==> src/rtl/lsu_byte_ctrl_if.sv <==
// lsu_byte_ctrl_if: request/response and byte-memory signals of the load/store initiator
interface lsu_byte_ctrl_if #(parameter int ADDR_W = 64);
  logic              i_req_valid;
  logic              o_req_ready;
  logic              i_req_wr;
  logic [1:0]        i_req_size;
  logic              i_req_signed;
  logic [ADDR_W-1:0] i_req_addr;
  logic [63:0]       i_req_wdata;
  logic              o_rsp_valid;
  logic [63:0]       o_rsp_rdata;
  logic              o_rsp_err;
  logic [ADDR_W-1:0] o_mem_addr;
  logic [7:0]        o_mem_wdata;
  logic              o_mem_rd;
  logic              o_mem_wr;
  logic [7:0]        i_mem_rdata;
  modport master (
    output i_req_valid, i_req_wr, i_req_size, i_req_signed, i_req_addr, i_req_wdata, i_mem_rdata,
    input  o_req_ready, o_rsp_valid, o_rsp_rdata, o_rsp_err, o_mem_addr, o_mem_wdata, o_mem_rd, o_mem_wr
  );
  modport slave (
    input  i_req_valid, i_req_wr, i_req_size, i_req_signed, i_req_addr, i_req_wdata, i_mem_rdata,
    output o_req_ready, o_rsp_valid, o_rsp_rdata, o_rsp_err, o_mem_addr, o_mem_wdata, o_mem_rd, o_mem_wr
  );
endinterface

==> src/rtl/lsu_byte_ctrl.sv <==
// lsu_byte_ctrl: serializes 1/2/4/8-byte loads/stores into byte accesses, little-endian,
// with alignment/range/region checks and optional sign extension of load results.
module lsu_byte_ctrl #(
  parameter int MEM_SIZE = 100,
  parameter int ADDR_W   = 64
) (
  input logic          i_clk,
  input logic          i_rst_n,
  lsu_byte_ctrl_if.slave bus
);
  typedef enum logic [1:0] {IDLE, ACCESS, RESP} state_t;
  state_t state_q, state_d;
  logic              wr_q, signed_q, err_q;
  logic [1:0]        size_q;
  logic [ADDR_W-1:0] addr_q;
  logic [63:0]       wdata_q, rdata_q;
  logic [2:0]        k_q;
  logic [3:0]        n_req;
  logic [1:0]        region;
  logic [ADDR_W:0]   end_addr;
  logic              misal, req_err, accept, active, resp;
  logic [2:0]        k_last;
  logic              sbit;
  logic [63:0]       mask, ext;
  assign n_req  = 4'd1 << bus.i_req_size;
  assign region = bus.i_req_addr[17:16];
  // one extra bit so that addr+N near the top of the address space cannot wrap back into range
  assign end_addr = {1'b0, bus.i_req_addr} + (ADDR_W+1)'(n_req);
  assign misal    = |(bus.i_req_addr[2:0] & (n_req[2:0] - 3'd1));
  assign req_err  = misal
                  | ((region == 2'd0) & (end_addr > (ADDR_W+1)'(MEM_SIZE)))
                  | ((region != 2'd0) & (bus.i_req_size != 2'd0))
                  | (region == 2'd3)
                  | ((region == 2'd2) & bus.i_req_wr);
  assign accept = bus.i_req_valid & (state_q == IDLE);
  assign active = state_q == ACCESS;
  assign resp   = state_q == RESP;
  assign k_last = 3'((4'd1 << size_q) - 4'd1);
  always_comb begin
    state_d = state_q;
    state_d = (state_q == IDLE)   ? (accept ? (req_err ? RESP : ACCESS) : IDLE) :
              (state_q == ACCESS) ? ((k_q == k_last) ? RESP : ACCESS) : IDLE;
  end
  always_ff @(posedge i_clk or negedge i_rst_n) begin
    if (!i_rst_n) begin
      state_q  <= IDLE;
      wr_q     <= 1'b0;
      signed_q <= 1'b0;
      err_q    <= 1'b0;
      size_q   <= 2'd0;
      addr_q   <= '0;
      wdata_q  <= '0;
      rdata_q  <= '0;
      k_q      <= 3'd0;
    end else begin
      state_q <= state_d;
      if (accept) begin
        wr_q     <= bus.i_req_wr;
        signed_q <= bus.i_req_signed;
        err_q    <= req_err;
        size_q   <= bus.i_req_size;
        addr_q   <= bus.i_req_addr;
        wdata_q  <= bus.i_req_wdata;
        rdata_q  <= '0;
        k_q      <= 3'd0;
      end else if (active) begin
        k_q <= k_q + 3'd1;
        if (!wr_q) rdata_q[{k_q, 3'b000} +: 8] <= bus.i_mem_rdata;
      end
    end
  end
  // result bytes above N are still zero from acceptance, so only the sign fill is OR-ed in
  assign sbit = rdata_q[6'((7'd8 << size_q) - 7'd1)];
  assign mask = (size_q == 2'd3) ? '1 : (64'd1 << (7'd8 << size_q)) - 64'd1;
  assign ext  = rdata_q | ((signed_q & sbit) ? ~mask : 64'd0);
  always_comb begin
    bus.o_req_ready = state_q == IDLE;
    bus.o_mem_rd    = active & ~wr_q;
    bus.o_mem_wr    = active & wr_q;
    bus.o_mem_addr  = active ? addr_q + ADDR_W'(k_q) : '0;
    bus.o_mem_wdata = active ? wdata_q[{k_q, 3'b000} +: 8] : 8'h00;
    bus.o_rsp_valid = resp;
    bus.o_rsp_err   = resp & err_q;
    bus.o_rsp_rdata = (resp & ~wr_q & ~err_q) ? ext : 64'd0;
  end
endmodule

==> src/flat_wrapper.sv <==
// flat-port wrapper written by rule: the top's interface ports become plain ports
module lsu_byte_ctrl_flat 
#(
  parameter int MEM_SIZE = 100,
  parameter int ADDR_W   = 64
)
  (i_clk, i_rst_n, bus_i_req_valid, bus_i_req_wr, bus_i_req_size, bus_i_req_signed, bus_i_req_addr, bus_i_req_wdata, bus_i_mem_rdata, bus_o_req_ready, bus_o_rsp_valid, bus_o_rsp_rdata, bus_o_rsp_err, bus_o_mem_addr, bus_o_mem_wdata, bus_o_mem_rd, bus_o_mem_wr);
  lsu_byte_ctrl_if #(.ADDR_W(ADDR_W)) bus_i ();
  input logic i_clk;
  input logic i_rst_n;
  input wire logic [$bits(bus_i.i_req_valid)-1:0] bus_i_req_valid;
  input wire logic [$bits(bus_i.i_req_wr)-1:0] bus_i_req_wr;
  input wire logic [$bits(bus_i.i_req_size)-1:0] bus_i_req_size;
  input wire logic [$bits(bus_i.i_req_signed)-1:0] bus_i_req_signed;
  input wire logic [$bits(bus_i.i_req_addr)-1:0] bus_i_req_addr;
  input wire logic [$bits(bus_i.i_req_wdata)-1:0] bus_i_req_wdata;
  input wire logic [$bits(bus_i.i_mem_rdata)-1:0] bus_i_mem_rdata;
  output wire logic [$bits(bus_i.o_req_ready)-1:0] bus_o_req_ready;
  output wire logic [$bits(bus_i.o_rsp_valid)-1:0] bus_o_rsp_valid;
  output wire logic [$bits(bus_i.o_rsp_rdata)-1:0] bus_o_rsp_rdata;
  output wire logic [$bits(bus_i.o_rsp_err)-1:0] bus_o_rsp_err;
  output wire logic [$bits(bus_i.o_mem_addr)-1:0] bus_o_mem_addr;
  output wire logic [$bits(bus_i.o_mem_wdata)-1:0] bus_o_mem_wdata;
  output wire logic [$bits(bus_i.o_mem_rd)-1:0] bus_o_mem_rd;
  output wire logic [$bits(bus_i.o_mem_wr)-1:0] bus_o_mem_wr;
  assign bus_i.i_req_valid = bus_i_req_valid;
  assign bus_i.i_req_wr = bus_i_req_wr;
  assign bus_i.i_req_size = bus_i_req_size;
  assign bus_i.i_req_signed = bus_i_req_signed;
  assign bus_i.i_req_addr = bus_i_req_addr;
  assign bus_i.i_req_wdata = bus_i_req_wdata;
  assign bus_i.i_mem_rdata = bus_i_mem_rdata;
  assign bus_o_req_ready = bus_i.o_req_ready;
  assign bus_o_rsp_valid = bus_i.o_rsp_valid;
  assign bus_o_rsp_rdata = bus_i.o_rsp_rdata;
  assign bus_o_rsp_err = bus_i.o_rsp_err;
  assign bus_o_mem_addr = bus_i.o_mem_addr;
  assign bus_o_mem_wdata = bus_i.o_mem_wdata;
  assign bus_o_mem_rd = bus_i.o_mem_rd;
  assign bus_o_mem_wr = bus_i.o_mem_wr;
  lsu_byte_ctrl #(.MEM_SIZE(MEM_SIZE), .ADDR_W(ADDR_W)) u_core (.i_clk(i_clk), .i_rst_n(i_rst_n), .bus(bus_i));
endmodule
==> config.mk <==
export PLATFORM = sky130hd
export DESIGN_NAME = lsu_byte_ctrl_flat
export DESIGN_NICKNAME = d
export VERILOG_FILES = /design/src/rtl/lsu_byte_ctrl_if.sv /design/src/rtl/lsu_byte_ctrl.sv /design/src/flat_wrapper.sv
export SDC_FILE = /design/constraint.sdc
export NUM_CORES = 1
export LEC_CHECK = 0
export BUFFER_PORTS_ARGS = -buffer_cell sky130_fd_sc_hd__buf_2
export CORE_ASPECT_RATIO = 0.6
export CORE_MARGIN = 2
export CORE_UTILIZATION = 40
export DETAILED_ROUTE_END_ITERATION = 10
export HOLD_SLACK_MARGIN = 0.15
export SYNTH_ARGS = -nofsm -noshare
export SYNTH_HDL_FRONTEND = slang
export SYNTH_SLANG_ARGS = --single-unit
==> constraint.sdc <==
create_clock -name i_clk -period 3.3 [get_ports i_clk]
set_clock_uncertainty 0.2 [all_clocks]
set_input_delay 0.33 -clock i_clk [delete_from_list [all_inputs] [get_ports i_clk]]
set_output_delay 0.33 -clock i_clk [all_outputs]
set_load 0.02 [all_outputs]
# Word level (Yosys, flattened, before mapping)
# Cells that the tools add are included.
[totals]
regBits = 202
latch_bits = 0
ram_bits = 0
romBits = 0
in_bits = 143
output_inout_bits = 141
n_memories = 0
[op_classes]
addsub = 8
n_mul = 0
div_mod_pow = 0
magnitude_cmp = 2
eq_ne = 7
n_shift = 7
mux = 18
bitwise = 19
reduce_logical = 7
[op_table]
columns = ["operator", "count"]
rows = [
  ["two-way mux 64 bit", 7],
  ["adder 64 x 4 -> 65 bit", 1],
  ["> comparator 65 x 7 -> 1 bit (second input constant)", 1],
  ["adder 64 x 3 -> 64 bit", 1],
  ["bitwise mux 64 bit", 1],
  ["inverter 64 bit", 1],
  ["bitwise OR 64 bit", 1],
  ["variable shift 8 x 8 -> 64 bit (first input constant)", 1],
  ["variable part select 64 x 7 -> 8 bit", 1],
  ["variable part select 8 x 8 -> 64 bit", 1],
  ["<< shifter 1 x 7 -> 64 bit (first input constant)", 1],
  ["subtractor 64 x 1 -> 64 bit (second input constant)", 1],
  ["bitwise AND 1 bit", 10],
  ["two-way mux 2 bit", 5],
  ["== test 2 bit (second input constant)", 4],
  ["two-way mux 8 bit", 1],
  ["negation 6 -> 8 bit", 1],
  ["less-than comparator 6 x 7 -> 1 bit (second input constant)", 1],
  ["<< shifter 4 x 2 -> 7 bit (first input constant)", 1],
  ["binary-select mux 1 bit (select 6 bit)", 1],
  ["two-way mux 3 bit", 2],
  ["nonzero test 2 bit", 3],
  ["subtractor 3 x 1 -> 3 bit (second input constant)", 2],
  ["subtractor 6 x 1 -> 6 bit (second input constant)", 1],
  ["13 further kinds", 18],
]

# Depth between registers and ports, before layout
[depth]
depth_word = 11
depth_mapped = 13
ltp_nobuf = 12

# Worst setup path before layout
# No wires, ideal clock.
[synth_timing]
path_kind = "flip-flop to output port"
startpoint = "register u_core.k_q[0]"
endpoint = "output port bus_o_mem_addr[56]"
t_arrival_ns = 2.796
setup_slack_ns = -0.026
path_stages_with_launch = 14
n_path_buf = 2
cell_sequence = "dfrtp_1 > ha_1 > fa_1 > a21o_1 > nand4_1 > and2b_1 > and3_1 > buf_4 > nand3_4 > nor3_4 > nand3_1 > buf_2 > or3_1 > a21oi_1"
[synth_via]
elab_chain_len = 2
[synth_lines]
columns = ["element", "line_no", "text"]
rows = [
  ["from (decl)", "lsu_byte_ctrl.sv:17", "logic [2:0] k_q;"],
  ["from (signal assigned)", "lsu_byte_ctrl.sv:67", "k_q <= k_q + 3'd1;"],
  ["adder 64 x 3 -> 64 bit", "lsu_byte_ctrl.sv:80", "bus.o_mem_addr = active ? addr_q + ADDR_W'(k_q) : '0;"],
  ["two-way mux 64 bit", "lsu_byte_ctrl.sv:80", ""],
  ["to (decl)", "flat_wrapper.sv:22", "output wire logic [$bits(bus_i.o_mem_addr)-1:0] bus_o_mem_addr;"],
]
# No other way between the ends.

# Worst setup path in the final report
[layout_timing]
startpoint = "register u_core.addr_q[0]"
endpoint = "output port bus_o_mem_addr[60]"
[layout_via]
elab_chain_len = 2
[layout_lines]
columns = ["element", "line_no", "text"]
rows = [
  ["from (decl)", "lsu_byte_ctrl.sv:15", "logic [ADDR_W-1:0] addr_q;"],
  ["from (signal assigned)", "lsu_byte_ctrl.sv:62", "addr_q <= bus.i_req_addr;"],
  ["adder 64 x 3 -> 64 bit", "lsu_byte_ctrl.sv:80", ""],
  ["two-way mux 64 bit", "lsu_byte_ctrl.sv:80", ""],
]
# No other way between the ends.

==> flow_metrics.py <==
metrics = {
    "status": {
        "outcome": "finished with violations",
        "violations": "setup timing",
    },
    "clocking": {
        "cts_root_buf": "clkbuf_16",
        "clkSinkCount": 202,
        "clkTransAtPathRegs_ns": 0.06,
        "cts_buffer_depth": 3,
        "htree_levels": 1,
        "cts_tree": "built",
        "clk_latency_ns": 0.51,
        "tritoncts.num_buffers": 22,
    },
    "pwr": {
        "leakage_nw": 9.02,
        "ir_worst_vdd_mv": 0.472,
        "power_density_nw_per_um2": 470,
        "fin_total_pwr_mw": 8.41,
    },
    "logic_synthesis": {
        "synth.area.mux_share": 0.0798,
        "synth_warnings": 0,
        "synth-seq-cells": 202,
        "synth_nets": 1684,
        "synth_edf_count": 0,
        "ys_types": 80,
        "synth_area_um2": 12600,
        "ys_async_sr_fraction": 1.00,
        "synthCells": 1528,
        "synthSimpleGateAreaFrac": 0.317,
        "synth-main-ff-cell": "dfrtp_1",
        "synth_top_family_by_area": "simple AND/OR/NAND/NOR gates",
        "synth_xor_area_frac": 0.0488,
        "synthAdderAreaFrac": 0.0141,
        "syn_area_per_cell_um2": 8.22,
        "synth-compound-area-share": 0.0991,
        "yosysSeqAreaShare": 0.402,
    },
    "worst_setup_path": {
        "worstPathRequired_ns": 2.77,
        "cp.arrival_ns": 3.32,
        "ff2ff_setup_slack_ns": 0.35,
        "r2r_cells": 8,
        "path_cells": "ha_4, fa_2, a21o_1, nand4_1, and2b_2, and3_4, nand3_4, nor3_4, nand3_2, buf_6, or3_1, a21oi_2, buf_6",
        "critPathSlowestCell": "dfrtp_1",
        "cp_slowest_stage_delay_ns": 0.40,
        "path_common_cell": "buf_6",
        "r2r_start": "u_core.k_q[0]$_DFFE_PN0N_",
        "crit_end": "bus_o_mem_addr[60]",
        "worstPathMaxFanout": 11,
        "startpoint": "u_core.addr_q[0]$_DFFE_PN0P_",
        "crit_path_start_kind": "flip-flop",
        "worstSetupEndpointType": "primary output",
        "worstSetupPathType": "flip-flop to primary output",
        "r2r_end": "u_core.rdata_q[48]$_DFFE_PN0P_",
    },
    "timing": {
        "maxSlewHeadroom": 0.430,
        "timing.hold.ws_ns": 0.205,
        "fmax_ghz": 0.260,
        "rsz0062_at_grt": "yes",
        "hold_viol_final": 0,
        "layout_setup_ws_ns": -0.551,
        "setup_violations": 35,
        "tightest_slew_ns": 0.856,
        "maxSlewViolCount": 0,
        "period_needed_ns": 3.85,
        "finalCritPeriodShare": 1.17,
    },
    "global_route": {
        "grt_pass1_wl_mm": 71.1,
        "antenna_found_initial": 1,
        "gr-total-overflow": 0,
        "grt_pass1_vias": 12700,
        "grt.total_usage": 0.274,
        "grt_max_degree": 85,
    },
    "placed_design": {
        "place_area_um2": 15200,
        "dp_slack_ns": -0.458,
        "port_buffers": 283,
        "gp_congestion": 0.921,
        "dp_hpwl_mm": 32.3,
        "dp.cells": 2259,
    },
    "detailed_routing": {
        "wl_per_cell_um": 19.0,
        "vias": 13200,
        "drc": 0,
        "dr.pass1.iters": 6,
        "routed_via_density": 5.38,
        "initialDrtViolationCount": 1276,
        "wl_mm": 46.6,
        "antenna_left": 0,
    },
    "hold_path": {
        "hp-class": "input pin to flip-flop",
    },
    "job": {
        "maxCapViolations": 0,
    },
    "cells_and_area": {
        "stdcell_count": 2455,
        "nets": 2178,
        "fill_cells": 2859,
        "mostFrequentLayoutCells": "474 x nand2_1, 246 x buf_2, 201 x dfrtp_1",
        "final_area_um2": 17900,
        "layout-drive-gt1-share": 0.279,
        "layout_commonest_cell": "nand2_1",
        "synthToLayoutAreaGrowth_pct": 42.5,
    },
    "floorplan": {
        "die_h_um": 141,
        "dieArea_um2": 32900,
        "dieWidth_um": 233,
        "io_pins": 284,
        "start_util": 0.405,
        "core_um2": 31000,
        "row_count": 50,
    },
}
-- worst max-delay path, delay by kind of cell, from the launching register on --
kind,cells,cell delay [ns]
AO/OA/AOI/OAI,2,0.34
adder cells (fa/ha/maj),2,0.35
buffers and inverters,2,0.30
flip-flops,1,0.40
AND/OR/NAND/NOR,7,1.43
-- how the worst min path moves through the flow --
stage	startpoint	to	slack, ns	cells past startpoint
detailed placement	i_rst_n	u_core.wdata_q[42]$_DFFE_PN0P_	0.24	1
floorplan	i_rst_n	u_core.addr_q[0]$_DFFE_PN0P_	-0.17	0
CTS	bus_i_req_addr[25]	u_core.addr_q[25]$_DFFE_PN0P_	0.16	4
global placement	i_rst_n	u_core.wdata_q[42]$_DFFE_PN0P_	0.24	1
global route	bus_i_req_addr[25]	u_core.addr_q[25]$_DFFE_PN0P_	0.25	4
finish	bus_i_req_addr[25]	u_core.addr_q[25]$_DFFE_PN0P_	0.21	4
-- routing by layer --
metal	GRT usage	wire length, um	up-vias
li1	-	-	6203
met1	0.426	22300	6410
met2	0.396	19600	542
met3	0.0504	3880	60
met4	0.0493	799	0
met5	0	0	-
-- repair_timing --
action / 4_1_cts / 5_1_grt
hold endpoints to repair: 276 / 0
resized for setup: 55 / 74
hold buffers: 140 / 0
setup endpoints to repair: 40 / 69
pin swaps: 14 / 34
setup buffers: 10 / 12
-- sequential cells by signal, summed over array words and instances (netlist names) --
| name | flops |
|---|---|
| u_core.k_q | 3 |
| u_core.rdata_q | 64 |
| u_core.size_q | 2 |
| u_core.signed_q | 1 |
| u_core.err_q | 1 |
| u_core.wdata_q | 64 |
| u_core.state_q | 2 |
| u_core.wr_q | 1 |
| u_core.addr_q | 64 |
-- cell type report --
type,count,area (um2),area share
diodes,2,5.00,0.000279
clock buffers,31,656,0.0366
clock inverters,8,97.6,0.00545
inverters,12,45.0,0.00252
multi-input cells,1217,7360,0.411
flip-flops and latches,202,5060,0.282
well taps,416,520,0.0291
repair buffers,567,4160,0.232
-- through the flow --
stage | setup TNS, ns | utilization
2_1_floorplan | 0 | -
5_1_grt | -16.25 | 0.577
3_3_place_gp | -1.30 | 0.489
4_1_cts | -11.64 | 0.567
3_5_place_dp | -2.06 | 0.489
6_report | -10.49 | 0.577
-- kinds of logic (layout without fill, tap and decap cells) --
group                    Yosys count  count (layout)
AND/OR/NAND/NOR                  873             873
XOR/XNOR                          70              70
flip-flops                       202             202
buffers and inverters            109             618
other                              0               2
adder cells (fa/ha/maj)           13              13
AO/OA/AOI/OAI                    181             181
multiplexers                      80              80
-- synth_stat cells, types with 5 or more instances --
library cell | count | share of area
nand4_1 | 46 | 0.023
a21o_1 | 5 | 0.0030
and3_1 | 19 | 0.0095
nor4_1 | 13 | 0.0065
o31a_1 | 5 | 0.0035
and4_1 | 20 | 0.014
inv_1 | 11 | 0.0033
and2_1 | 19 | 0.0095
a21oi_1 | 36 | 0.014
mux4_2 | 16 | 0.029
xnor2_1 | 20 | 0.014
nand2_1 | 485 | 0.14
xor2_1 | 50 | 0.035
nor3_1 | 18 | 0.0072
mux2i_1 | 63 | 0.050
dfrtp_1 | 202 | 0.40
nand3_1 | 50 | 0.020
ha_1 | 11 | 0.011
o21ai_0 | 34 | 0.014
buf_2 | 11 | 0.0044
nor2b_1 | 7 | 0.0035
nor2_1 | 148 | 0.044
o21a_1 | 58 | 0.035
buf_6 | 7 | 0.0063
or3_1 | 10 | 0.0050
nor3b_1 | 6 | 0.0036
clkbuf_1 | 72 | 0.022
-- report_power, final --
part           internal (mW)  leakage, nW  switching (mW)
clock network           1.54        0.363            1.06
registers               2.97         2.59           0.445
logic                   1.03         6.06            1.36
total                   5.55         9.02            2.86
No activity file was read; power rests on OpenSTA's default activity.
